==> config.mk <==
export PLATFORM = sky130hd
export DESIGN_NAME = arbitro_rr_flat
export DESIGN_NICKNAME = d
export VERILOG_FILES = /design/src/rtl/arbitro_rr_if.sv /design/src/rtl/arbitro_rr.sv /design/src/flat_wrapper.sv
export SDC_FILE = /design/constraint.sdc
export NUM_CORES = 1
export LEC_CHECK = 0
export CORE_ASPECT_RATIO = 2
export CORE_MARGIN = 8
export CORE_UTILIZATION = 30
export DETAILED_ROUTE_END_ITERATION = 16
export PLACE_DENSITY = 0.69
export SLEW_MARGIN = 10
export SYNTH_ARGS = -nofsm -noshare
export SYNTH_HDL_FRONTEND = slang
export SYNTH_SLANG_ARGS = --single-unit
==> constraint.sdc <==
create_clock -name clk -period 4.6 [get_ports clk]
set_input_delay 0.92 -clock clk [delete_from_list [all_inputs] [get_ports clk]]
set_output_delay 0.92 -clock clk [all_outputs]
set_load 0.03 [all_outputs]
==> src/rtl/arbitro_rr_if.sv <==
`default_nettype none
// ============================================================================
// Module      : arbitro_rr_if
// Description : FIFO-side bundle of the round-robin arbiter (input-FIFO
//               status and head words in, pop/push/data and status out).
// Revision    : 1.0 - initial release
// ============================================================================
interface arbitro_rr_if #(
    parameter int NUM_PORTS  = 4,
    parameter int DATA_WIDTH = 10
);
    logic [NUM_PORTS-1:0]            empty;
    logic [NUM_PORTS-1:0]            almost_full;
    logic [NUM_PORTS*DATA_WIDTH-1:0] data_in;
    logic [NUM_PORTS-1:0]            pop;
    logic [NUM_PORTS-1:0]            push;
    logic [DATA_WIDTH-1:0]           data_out;
    logic                            idle;
    logic                            stall;

    modport master (
        input  empty, almost_full, data_in,
        output pop, push, data_out, idle, stall
    );

    modport slave (
        output empty, almost_full, data_in,
        input  pop, push, data_out, idle, stall
    );
endinterface
`default_nettype wire

==> src/rtl/arbitro_rr.sv <==
`default_nettype none
// ============================================================================
// Module      : arbitro_rr
// Description : Round-robin arbiter moving one word per cycle from an input
//               FIFO to the output FIFO named in the word's destination field.
// Revision    : 1.0 - initial release
// ============================================================================
module arbitro_rr #(
    parameter int NUM_PORTS  = 4,
    parameter int DEST_WIDTH = 2,
    parameter int DATA_WIDTH = 10
) (
    input wire            clk,
    input wire            reset_L,
    arbitro_rr_if.master  bus
);
    typedef enum logic [1:0] {
        INIT   = 2'd0,
        IDLE   = 2'd1,
        ACTIVE = 2'd2
    } state_t;

    state_t                state_q, state_d;
    logic [DEST_WIDTH-1:0] rr_ptr_q, rr_ptr_d;
    logic [NUM_PORTS-1:0]  push_q, push_d;
    logic [DATA_WIDTH-1:0] data_out_q, data_out_d;
    logic                  idle_q, idle_d;
    logic                  stall_q, stall_d;

    logic [DATA_WIDTH-1:0] word [NUM_PORTS];
    logic [DEST_WIDTH-1:0] dest [NUM_PORTS];
    logic [NUM_PORTS-1:0]  eligible;

    logic [DEST_WIDTH-1:0] cand;
    logic [DEST_WIDTH-1:0] grant_idx;
    logic                  grant_found;
    logic                  pop_en;
    logic                  grant_v;

    generate
        for (genvar i = 0; i < NUM_PORTS; i++) begin : g_port
            assign word[i]     = bus.data_in[i*DATA_WIDTH +: DATA_WIDTH];
            assign dest[i]     = word[i][DATA_WIDTH-1 -: DEST_WIDTH];
            assign eligible[i] = !bus.empty[i] && !bus.almost_full[dest[i]];
        end
    endgenerate

    // Circular scan starting at rr_ptr; the pointer width wraps naturally.
    always_comb begin
        cand        = '0;
        grant_found = 1'b0;
        grant_idx   = rr_ptr_q;
        for (int k = 0; k < NUM_PORTS; k++) begin
            cand = rr_ptr_q + DEST_WIDTH'(k);
            if (!grant_found && eligible[cand]) begin
                grant_found = 1'b1;
                grant_idx   = cand;
            end
        end
    end

    assign pop_en  = reset_L && ((state_q == IDLE) || (state_q == ACTIVE));
    assign grant_v = pop_en && grant_found;

    always_comb begin
        bus.pop = '0;
        if (grant_v) begin
            bus.pop[grant_idx] = 1'b1;
        end
    end

    always_comb begin
        state_d = state_q;
        case (state_q)
            INIT:    state_d = IDLE;
            IDLE:    if (|eligible) state_d = ACTIVE;
            ACTIVE:  if (~|eligible) state_d = IDLE;
            default: state_d = INIT;
        endcase

        rr_ptr_d   = rr_ptr_q;
        push_d     = '0;
        data_out_d = data_out_q;
        if (grant_v) begin
            rr_ptr_d               = grant_idx + DEST_WIDTH'(1);
            push_d[dest[grant_idx]] = 1'b1;
            data_out_d             = word[grant_idx];
        end

        idle_d  = (state_d == IDLE);
        stall_d = (|(~bus.empty)) && (~|eligible);
    end

    always_ff @(posedge clk) begin
        if (!reset_L) begin
            state_q    <= INIT;
            rr_ptr_q   <= '0;
            push_q     <= '0;
            data_out_q <= '0;
            idle_q     <= 1'b0;
            stall_q    <= 1'b0;
        end else begin
            state_q    <= state_d;
            rr_ptr_q   <= rr_ptr_d;
            push_q     <= push_d;
            data_out_q <= data_out_d;
            idle_q     <= idle_d;
            stall_q    <= stall_d;
        end
    end

    assign bus.push     = push_q;
    assign bus.data_out = data_out_q;
    assign bus.idle     = idle_q;
    assign bus.stall    = stall_q;
endmodule
`default_nettype wire

==> src/flat_wrapper.sv <==
// flat-port wrapper written by rule: the top's interface ports become plain ports
module arbitro_rr_flat 
#(
    parameter int NUM_PORTS  = 4,
    parameter int DEST_WIDTH = 2,
    parameter int DATA_WIDTH = 10
)
  (clk, reset_L, bus_empty, bus_almost_full, bus_data_in, bus_pop, bus_push, bus_data_out, bus_idle, bus_stall);
  arbitro_rr_if #(.NUM_PORTS(NUM_PORTS), .DATA_WIDTH(DATA_WIDTH)) bus_i ();
  input wire clk;
  input wire reset_L;
  input wire logic [$bits(bus_i.empty)-1:0] bus_empty;
  input wire logic [$bits(bus_i.almost_full)-1:0] bus_almost_full;
  input wire logic [$bits(bus_i.data_in)-1:0] bus_data_in;
  output wire logic [$bits(bus_i.pop)-1:0] bus_pop;
  output wire logic [$bits(bus_i.push)-1:0] bus_push;
  output wire logic [$bits(bus_i.data_out)-1:0] bus_data_out;
  output wire logic [$bits(bus_i.idle)-1:0] bus_idle;
  output wire logic [$bits(bus_i.stall)-1:0] bus_stall;
  assign bus_i.empty = bus_empty;
  assign bus_i.almost_full = bus_almost_full;
  assign bus_i.data_in = bus_data_in;
  assign bus_pop = bus_i.pop;
  assign bus_push = bus_i.push;
  assign bus_data_out = bus_i.data_out;
  assign bus_idle = bus_i.idle;
  assign bus_stall = bus_i.stall;
  arbitro_rr #(.NUM_PORTS(NUM_PORTS), .DEST_WIDTH(DEST_WIDTH), .DATA_WIDTH(DATA_WIDTH)) u_core (.clk(clk), .reset_L(reset_L), .bus(bus_i));
endmodule
Word level (Yosys, flattened, before mapping):

Index checks and enable logic that the tools add are counted.

* input bits: 50
* flip-flop bits (word level): 20

* reductions and logical operators: 29
* $lt $le $gt $ge: 13
* bitwise logic cells: 2
* add/sub/neg operators: 4
* mux-type cells: 37
* equal/unequal tests: 3

Operators by type and width (number)
* 2-bit by 3-bit < comparator with 1-bit output, second input constant: 10
* 10-bit binary-select mux with 2-bit select: 1
* 10-bit two-way mux: 2
* 1-bit binary-select mux with 2-bit select: 8
* 1-bit two-way mux: 14
* 2-bit two-way mux: 7
* 1-bit logical AND: 12
* 1-bit logical NOT: 12
* 4-bit OR reduction: 2
* 2-bit one-hot mux with 3 select lines: 1
* 2-bit by 1-bit adder with 2-bit output, second input constant: 2
* 2-bit adder, second input constant: 2
* 2-bit binary-select mux with 2-bit select: 1
* 1-bit demux with 2-bit select: 2
* 2-bit by 1-bit equality test with 1-bit output, second input constant: 2
* 2-bit by 1-bit >= comparator with 1-bit output, second input constant: 2
* 4-bit two-way mux: 1
* 4-bit inverter: 1
* 3-bit >= comparator, second input constant: 1
* 2-bit inverter with 3-bit output: 1
* 2-bit equality test, second input constant: 1
* 2-bit logical NOT: 1
* 2-bit AND reduction: 1
* 1-bit logical OR: 1

Longest topological paths before layout:

Gate-level depths: netlist of run 1.

* word-level depth: 24
* depth in mapped cells: 9
* depth with buffers taken out: 8

Worst setup path before layout of run 1:

Ideal clock, no wire load.

* path kind: input -> output
* from: in bus_data_in[38]
* to: out bus_pop[2]
* data arrival time: 2.558 ns
* stages on the path: 8
* path slack: 1.122 ns
* path buffers: 1
* data required time: 3.680 ns
* cell sequence: mux2i_1 -> a22o_1 -> o311a_1 -> a31oi_4 -> buf_4 -> inv_1 -> ha_1 -> and2_1

* word-level cells in the longest chain between the ends: 21

RTL lines
* from (decl): RTL line flat_wrapper.sv:14 `input wire logic [$bits(bus_i.data_in)-1:0] bus_data_in;`
* 1-bit binary-select mux with 2-bit select *: RTL line arbitro_rr.sv:44 `assign eligible[i] = !bus.empty[i] && !bus.almost_full[dest[i]];`
* 1-bit two-way mux (implied by the code) *: RTL line arbitro_rr.sv:44
* 1-bit logical NOT *: RTL line arbitro_rr.sv:44
* 1-bit logical AND *: RTL line arbitro_rr.sv:44
* 1-bit binary-select mux with 2-bit select: RTL line arbitro_rr.sv:55 `if (!grant_found && eligible[cand]) begin`
* 1-bit two-way mux (implied by the code): RTL line arbitro_rr.sv:55
* 1-bit two-way mux: RTL line arbitro_rr.sv:55
* 1-bit logical NOT: RTL line arbitro_rr.sv:55
* [5 not listed]
* 1-bit logical NOT: RTL line arbitro_rr.sv:55
* 1-bit logical AND: RTL line arbitro_rr.sv:55
* 2-bit two-way mux: RTL line arbitro_rr.sv:55
* 2-bit by 3-bit < comparator with 1-bit output (implied by the code) / 2-bit by 1-bit >= comparator with 1-bit output (equally long branches): RTL line arbitro_rr.sv:68 `bus.pop[grant_idx] = 1'b1;`
* 1-bit logical AND (implied by the code): RTL line arbitro_rr.sv:68
* 1-bit two-way mux (implied by the code): RTL line arbitro_rr.sv:68
* 1-bit demux with 2-bit select
* 4-bit two-way mux *: RTL line arbitro_rr.sv:67 `if (grant_v) begin`
* to (decl): RTL line flat_wrapper.sv:15 `output wire logic [$bits(bus_i.pop)-1:0] bus_pop;`

Every way passes the cells marked *; elsewhere a longest branch is shown, timed or not. The select of a mux whose other input is x is not followed.

Worst setup path in the final report of run 1:

* from: in bus_almost_full[2]
* to: out bus_pop[2]

* word-level cells in the longest chain between the ends: 21

RTL lines
* from (decl): RTL line flat_wrapper.sv:13 `input wire logic [$bits(bus_i.almost_full)-1:0] bus_almost_full;`
* 1-bit binary-select mux with 2-bit select: RTL line arbitro_rr.sv:44
* 1-bit two-way mux (implied by the code): RTL line arbitro_rr.sv:44
* 1-bit logical NOT: RTL line arbitro_rr.sv:44
* 1-bit logical AND: RTL line arbitro_rr.sv:44
* 1-bit binary-select mux with 2-bit select: RTL line arbitro_rr.sv:55
* 1-bit two-way mux (implied by the code): RTL line arbitro_rr.sv:55
* 1-bit two-way mux: RTL line arbitro_rr.sv:55
* 1-bit logical NOT: RTL line arbitro_rr.sv:55
* [5 not listed]
* 1-bit logical NOT: RTL line arbitro_rr.sv:55
* 1-bit logical AND: RTL line arbitro_rr.sv:55
* 2-bit two-way mux: RTL line arbitro_rr.sv:55
* 2-bit by 3-bit < comparator with 1-bit output (implied by the code) / 2-bit by 1-bit >= comparator with 1-bit output (equally long branches): RTL line arbitro_rr.sv:68
* 1-bit logical AND (implied by the code): RTL line arbitro_rr.sv:68
* 1-bit two-way mux (implied by the code): RTL line arbitro_rr.sv:68
* 1-bit demux with 2-bit select
* 4-bit two-way mux *: RTL line arbitro_rr.sv:67

Marked as above.

==> reports/qor.csv, run 1 <==
metric,value,unit
status,"complete, no violations",
peak supply drop,0.1572,mV
Die W,64.33,µm
setup TNS,0,ps
most frequent cells in the layout,"clkdlybuf4s50_1, mux2i_1, dfxtp_1",
post-synthesis cell area,1401,µm²
fill count,466,
crit path buf inv count,3,
Post-Layout Cell Count,288,
Synthesis Warnings,0,
cell accounting for the most synthesized area,dfxtp_1,
Detail Route Antenna Nets,0,
Worst Path Max Fanout,4,
antenna diode count,0,
cts bufs inserted,3,
final setup fails,0,
max-cap violations,0,
"most common cell after layout, fill and taps aside",clkdlybuf4s50_1,
initial antenna violation count,0,
Total Routing Usage GR,0.1164,
PortBufs,69,
nets,292,
Core Region,4554,µm²
PD cells,339.9,nW/µm²
post-synthesis async set-or-reset flop share,0,
number of global-route vias before repair,1491,
syn_nets,218,
Via Count,1426,
Tcrit/Tclk final,0.9453,
Boundary Pins,70,
cell row count,35,
Top delay family on crit path,buffers and inverters,
die area,7247,µm²
RSZ-0062 raised after global routing,false,
Post-CTS Setup Bufs,0,
post-cts repair resize count,0,
TritonCTS clock tree,yes,
detailed-route DRC error count,0,
DIE HEIGHT,112.7,µm
clock skew,1.638,ps
fmax,230.0,MHz
slowest CP cell,clkdlybuf4s50_1,
crit start category,primary input,
ratio of cells with drive above 1 in the final layout,0.08584,
worst slack at placement,246.6,ps
Yosys reg bits,20,
main flop type after synthesis,dfxtp_1,
gr ovfl total,0,
cts hold-fix bufs,0,
"Arr. time, crit path",3430,ps
Leak,0.0009348,µW
Placed Instances,284,
Pwr Total,761.3,µW
CP Class,primary input to output pin,
Synth area leaders,"dfxtp_1, mux2i_1, ha_1, o211ai_1, mux2_2",
CP peak stage delay,580,ps
first-pass GRT wire length,6900,µm
post-synthesis sequential area ratio,0.2857,
worst path cell trace,clkdlybuf4s50_1 > mux2i_1 > a22o_1 > o311a_1 > a31oi_4 > inv_1 > ha_1 > and2_1 > clkdlybuf4s50_1,
fin worst setup slack,251.5,ps
largest net degree at the start of global routing,15,
Skew-Pair Late Insertion Delay,260,ps
Starting Density,0.3077,
CP most frequent cell,clkdlybuf4s50_1,
drt wl/cell,14.85,µm
Synth Instances,160,
final hold vios,0,
CTS Sinks,20,
Worst slew margin,0.3676,
CP Capture Type,output pin,
hold crit path type,flop to flop,
Least-Margin Pin Slew,946.7,ps
GPL Wtd Cong,0.7822,
syn avg cell area,8.758,µm²
number of synthesized flops with an enable pin,0,
Layout area overhead,59.82,%
clk slew on worst S/H paths,80,ps
vias per inst,4.951,
max-slew violation count,0,
drt first-iter violations,50,
Final Util,0.4918,
final WL,4277,µm
clock root cell,clkbuf_8,
post-layout minimum cycle time,4349,ps
DRT Pass-1 Iters,4,
dpl hpwl,3647,µm
clk buf depth,2,
critical path required time,3680,ps
synth unique cells,31,
Max H-tree Level,1,
top cell type's share of synthesized area,0.2857,
[cells by family after synthesis]
group,count (synthesis),synth area share
muxes,30,0.2196
AOI/OAI and AO/OA,29,0.1607
buffers and inverters,11,0.03839
adders and majority gates,8,0.07143
DFF,20,0.2857
and+or+nand+nor,62,0.2241
[metal layers]
layer  wire [µm]  up-vias  share of wire  track usage
li1            -      730              -            -
met1        1532      654           0.36       0.1092
met2        2481       40           0.58       0.2316
met3         220        2          0.051      0.02193
met4          43        0          0.010      0.04252
met5           0        -              0            0
[cells in the mapped netlist, drive strengths merged (3+ instances only)]
master  number
nand2       17
a21oi        3
mux2         6
mux2i       24
nand3       12
a22o         3
dfxtp       20
o21ai        4
a22oi        4
o211ai      10
inv          5
ha           8
nor2        10
nor2b        5
or3          4
clkbuf       3
nor3b        3
and2         4
buf          3
[worst register-to-register path, cell delays in order (launching register included)]
cell and delay, ps:
dfxtp_1 370, o311a_1 400, a31oi_4 200, buf_4 260, mux2i_1 120, mux2i_1 350, nor3b_2 240
[registers in the layout (all words and copies together), names as in the netlist]
register	flops
u_core.bus.push	4
u_core.state_q	2
u_core.bus.data_out	10
u_core.rr_ptr_q	2
u_core.bus.idle	1
u_core.bus.stall	1
[per-stage QoR]
stage / hold slack [ps] / instance area [µm²]
after global placement: 436.1 / 2168
after floorplan: 472.1 / 1401
final: 459.3 / 2240
after detailed placement: 444.5 / 2168
after CTS: 464.9 / 2240
after global routing: 515.4 / 2240
[final timing paths]
| kind | slack (ps) | depth (start not counted) | startpoint | endpoint |
|---|---|---|---|---|
| setup reg to reg | 2590 | 6 | u_core.rr_ptr_q[1] | u_core.bus.push[3] |
| hold reg to reg | 460 | 2 | u_core.bus.data_out[8] | u_core.bus.data_out[8] |
| hold / removal | 460 | 2 | u_core.bus.data_out[8] | u_core.bus.data_out[8] |
| setup / recovery | 250 | 9 | bus_almost_full[2] | bus_pop[2] |
[cell type report]
type / count / area [µm²] / area share
inverter: 5 / 18.77 / 0.008380
sequential: 20 / 400.4 / 0.1788
timing repair buffer: 75 / 733.2 / 0.3274
tap: 55 / 68.82 / 0.03073
multi-input combinational: 129 / 947.2 / 0.4229
clock inverter: 1 / 30.03 / 0.01341
clock buffer: 3 / 41.29 / 0.01844
[power breakdown]
part	total (µW)	internal [µW]	leakage, µW	switching [µW]
Sequential	221	203	0.000164	18.2
Combinational	364	172	0.000735	192
Clock	176	116	0.0000357	59.5
Power figures use the tool's default switching activity.
==> run 2: changes to the inputs <==
--- a/config.mk
+++ b/config.mk
@@ -8,6 +8,8 @@
 export CORE_ASPECT_RATIO = 2
 export CORE_MARGIN = 8
 export CORE_UTILIZATION = 30
+export CTS_BUF_LIST = sky130_fd_sc_hd__clkbuf_2
+export CTS_CLUSTER_DIAMETER = 50
 export DETAILED_ROUTE_END_ITERATION = 16
 export PLACE_DENSITY = 0.69
 export SLEW_MARGIN = 10
==> reports/qor.csv, run 2 (synthesized netlist as in run 1, its figures left out) <==
metric,value,unit,change
R2R Path Start,u_core.rr_ptr_q[1],,
"most common cell after layout, fill and taps aside",clkdlybuf4s50_1,,
post-layout minimum cycle time,4346,ps,-2.712 ps
slowest CP cell,clkdlybuf4s50_1,,
detailed-route DRC error count,0,,unchanged
max reg flops,10,,unchanged
final WL,4310,µm,+0.77%
Die W,64.33,µm,unchanged
nets,292,,unchanged
Layout area overhead,57.95,%,
status,"complete, no violations",,
critical path required time,3680,ps,about the same
final hold vios,0,,unchanged
gr ovfl total,0,,unchanged
Worst slew margin,0.3881,,+0.02055
Hold Path Origin,u_core.bus.data_out[8],,
Least-Margin Pin Slew,915.9,ps,-30.77 ps
peak supply drop,0.1504,mV,-4.3%
RSZ-0062 raised after global routing,false,,
GPL Wtd Cong,0.7822,,unchanged
worst path cell trace,clkdlybuf4s50_1 > mux2i_1 > a22o_1 > nor2_1 > o21ai_0 > o211ai_2 > inv_1 > ha_1 > and2_1 > clkdlybuf4s50_1,,
setup TNS,0,ps,unchanged
Tcrit/Tclk final,0.9447,,about the same
DP Area,2168,µm²,unchanged
Skew-Pair Late Insertion Delay,320,ps,+60 ps
Via Count,1420,,-0.42%
Top delay family on crit path,buffers and inverters,,
Detail Route Antenna Nets,0,,unchanged
Worst Path Max Fanout,4,,unchanged
drt first-iter violations,57,,+14%
max-slew violation count,0,,unchanged
Starting Density,0.3077,,unchanged
first-pass GRT wire length,6893,µm,-0.10%
Leak,0.0009257,µW,-0.97%
Final Util,0.4860,,-0.005769
largest net degree at the start of global routing,15,,unchanged
initial antenna violation count,0,,unchanged
ratio of cells with drive above 1 in the final layout,0.08584,,unchanged
PD cells,324.1,nW/µm²,-4.6%
clock root cell,clkbuf_2,,
max-cap violations,0,,unchanged
Worst setup startpoint,bus_data_in[38],,
fill count,469,,+0.64%
TritonCTS clock tree,yes,,
Total Routing Usage GR,0.1162,,-0.0001990
clk buf depth,2,,unchanged
Core Region,4554,µm²,unchanged
clock skew,5.351,ps,+3.713 ps
cts bufs inserted,3,,unchanged
CP peak stage delay,660,ps,+80 ps
Pwr Total,717.4,µW,-5.8%
CP Class,primary input to output pin,,
"reg-to-reg slack, setup",2580,ps,about the same
Min Hold Slack,479.7,ps,+20.42 ps
CP most frequent cell,clkdlybuf4s50_1,,
DIE HEIGHT,112.7,µm,unchanged
crit path buf inv count,3,,unchanged
clk slew on worst S/H paths,200,ps,+120 ps
PortBufs,69,,unchanged
CP Capture Type,output pin,,
die area,7247,µm²,unchanged
cts hold-fix bufs,0,,unchanged
CTS Sinks,20,,unchanged
antenna diode count,0,,unchanged
post-cts repair resize count,0,,unchanged
Boundary Pins,70,,unchanged
most frequent cells in the layout,"clkdlybuf4s50_1, mux2i_1, dfxtp_1",,
hold crit path type,flop to flop,,
fmax,230.1,MHz,about the same
drt wl/cell,14.97,µm,+0.77%
crit start category,primary input,,
final instance area,2213,µm²,-1.2%
number of global-route vias before repair,1489,,-0.13%
"Arr. time, crit path",3430,ps,about the same
cell row count,35,,unchanged
DRT Pass-1 Iters,4,,unchanged
vias per inst,4.931,,-0.42%
Max H-tree Level,1,,unchanged
final setup fails,0,,unchanged
Post-CTS Setup Bufs,0,,unchanged
dpl hpwl,3647,µm,unchanged
==> run 2: path summary, 6_finish.rpt <==
path	end	depth (start not counted)
worst max register to register	u_core.bus.push[3]	6
worst max-delay path	bus_pop[1]	10
worst min-delay path	u_core.bus.data_out[8]	2
worst min register to register	u_core.bus.data_out[8]	2
==> run 2: worst reg2reg max path: stages (launching register included) <==
cell and delay (ps):
dfxtp_1 410, o311a_1 400, a31oi_4 200, buf_4 260, mux2i_1 120, mux2i_1 340, nor3b_2 240
==> run 2: area by class of cell <==
cell class,count,area (µm²),area share
multi-input cells,129,947.2,0.4279
repair buffers,75,733.2,0.3313
flip-flops and latches,20,400.4,0.1809
well taps,55,68.82,0.03109
clock inverters,1,30.03,0.01357
inverters,5,18.77,0.008479
clock buffers,3,15.01,0.006784
==> run 2: where the power goes <==
group	total, µW	leakage [µW]	internal [µW]	switching (µW)
clock	132	0.0000266	75.0	57.4
combinational	364	0.000735	172	191
sequential	221	0.000164	203	18.1
==> run 2: per-stage QoR <==
step / setup WS [ps] / std cells
6_report: 254.2 / 288
5_1_grt: 74.99 / 288
4_1_cts: 242.3 / 288
3_5_place_dp: 246.6 / 284
3_3_place_gp: 295.3 / 284
2_1_floorplan: 1122 / 160
==> run 2: layer usage <==
layer	GRT usage	up-vias	share of wire
met5	0	-	0
met2	0.2316	44	0.58
li1	-	730	-
met3	0.02193	2	0.057
met1	0.1086	644	0.36
met4	0.04252	0	0.0084
==> run 3: changes to the inputs <==
--- a/config.mk
+++ b/config.mk
@@ -6,10 +6,11 @@
 export NUM_CORES = 1
 export LEC_CHECK = 0
 export CORE_ASPECT_RATIO = 2
-export CORE_MARGIN = 8
+export CORE_MARGIN = 1.5
 export CORE_UTILIZATION = 30
 export CTS_BUF_LIST = sky130_fd_sc_hd__clkbuf_2
 export CTS_CLUSTER_DIAMETER = 50
+export CTS_CLUSTER_SIZE = 10
 export DETAILED_ROUTE_END_ITERATION = 16
 export PLACE_DENSITY = 0.69
 export SLEW_MARGIN = 10
==> reports/qor.csv, run 3 (synthesized netlist as in run 1, its figures left out) <==
metric,value,unit,change
hold crit path type,flop to flop,,
drt wl/cell,13.11,µm,-12%
largest net degree at the start of global routing,15,,unchanged
max-slew violation count,0,,unchanged
Boundary Pins,70,,unchanged
Worst slew margin,0.7285,,+0.3404
nets,293,,+0.34%
die area,5115,µm²,-29%
clock root cell,clkbuf_2,,
post-cts repair resize count,0,,unchanged
cts bufs inserted,3,,unchanged
antenna diode count,0,,unchanged
PortBufs,69,,unchanged
Pwr Total,722.0,µW,+0.63%
TritonCTS clock tree,yes,,
cts hold-fix bufs,0,,unchanged
RSZ-0062 raised after global routing,false,,
most frequent cells in the layout,"clkdlybuf4s50_1, mux2i_1, dfxtp_1",,
first-pass GRT wire length,6313,µm,-8.4%
max reg flops,10,,unchanged
DRT Pass-1 Iters,4,,unchanged
clk slew on worst S/H paths,210,ps,about the same
fill count,457,,-2.6%
worst slack at placement,270.2,ps,+23.51 ps
Min Hold Slack,488.9,ps,+9.209 ps
"Arr. time, crit path",3440,ps,about the same
vias per inst,5.042,,+2.3%
status,"complete, no violations",,
Tcrit/Tclk final,0.9472,,+0.002417
Least-Margin Pin Slew,395.9,ps,-520.0 ps
DIE HEIGHT,99.66,µm,-12%
initial antenna violation count,0,,unchanged
post-layout minimum cycle time,4357,ps,+11.12 ps
Die W,51.33,µm,-20%
CTS Sinks,20,,unchanged
crit start category,primary input,,
PD cells,325.1,nW/µm²,+0.29%
final hold vios,0,,unchanged
Core Region,4554,µm²,unchanged
cell row count,35,,unchanged
clock skew,14.06,ps,+8.708 ps
final setup fails,0,,unchanged
number of global-route vias before repair,1476,,-0.87%
FF+latch area,400.4,µm²,unchanged
Via Count,1457,,+2.6%
drt first-iter violations,12,,-79%
fmax,229.5,MHz,-0.26%
max-cap violations,0,,unchanged
CP Class,primary input to output pin,,
area of the multi-input gates,947.2,µm²,unchanged
dpl hpwl,3147,µm,-14%
peak supply drop,0.1738,mV,+16%
gr ovfl total,0,,unchanged
"most common cell after layout, fill and taps aside",clkdlybuf4s50_1,,
ratio of cells with drive above 1 in the final layout,0.08974,,+0.003907
Skew-Pair Late Insertion Delay,330,ps,about the same
clk buf depth,2,,unchanged
GPL Wtd Cong,0.8345,,+6.7%
Layout area overhead,58.48,%,
detailed-route DRC error count,0,,unchanged
fin worst setup slack,243.0,ps,-11.12 ps
CP Capture Type,output pin,,
Starting Density,0.3077,,unchanged
setup TNS,0,ps,unchanged
Detail Route Antenna Nets,0,,unchanged
Total Routing Usage GR,0.1575,,+0.04130
Worst Path Max Fanout,4,,unchanged
Post-CTS Setup Bufs,0,,unchanged
Max H-tree Level,1,,unchanged
Leak,0.0009301,µW,+0.48%
final WL,3790,µm,-12%
critical path required time,3680,ps,about the same
[run 3: critical path, stage by stage]
cell	delay (ps)
clkdlybuf4s50_1	550
mux2i_1	120
a22o_1	270
o311a_1	380
a31oi_4	200
inv_1	90
ha_1	200
and2_1	130
clkdlybuf4s50_1	590
[run 3: area by class of cell]
cell class,instances,area share
sequential,20,0.1803
clock inverter,1,0.01352
clock buffer,3,0.006761
tap,55,0.03099
timing repair buffer,76,0.3335
multi-input combinational,129,0.4265
inverter,5,0.008451
[run 3: metrics by stage]
step	cell area, µm²	instances	utilization
after floorplan	1401	160	-
after global placement	2176	285	0.4777
after detailed placement	2176	285	0.4777
after CTS	2221	289	0.4876
after global routing	2221	289	0.4876
final	2221	289	0.4876
[run 3: report_power, final]
| part | leakage, µW | internal [µW] | switching, µW |
|---|---|---|---|
| sequential | 0.000164 | 203 | 18.7 |
| combinational | 0.000740 | 174 | 192 |
| clock | 0.0000266 | 75.0 | 59.2 |
[run 3: final timing paths]
| kind | start | endpoint | slack, ps | depth (start not counted) |
|---|---|---|---|---|
| worst min-delay path | u_core.bus.data_out[8] | u_core.bus.data_out[8] | 490 | 2 |
| worst min register to register | u_core.bus.data_out[8] | u_core.bus.data_out[8] | 490 | 2 |
| worst max-delay path | bus_data_in[38] | bus_pop[2] | 240 | 9 |
| worst max register to register | u_core.rr_ptr_q[1] | u_core.bus.push[2] | 2550 | 6 |
[run 3: per-layer routing]
| layer | vias to the layer above | track usage | part of all wire |
|---|---|---|---|
| met5 | - | 0 | 0 |
| met4 | 0 | 0.07490 | 0.027 |
| met3 | 10 | 0.01351 | 0.046 |
| met2 | 51 | 0.3107 | 0.55 |
| met1 | 664 | 0.1553 | 0.38 |
| li1 | 732 | - | - |
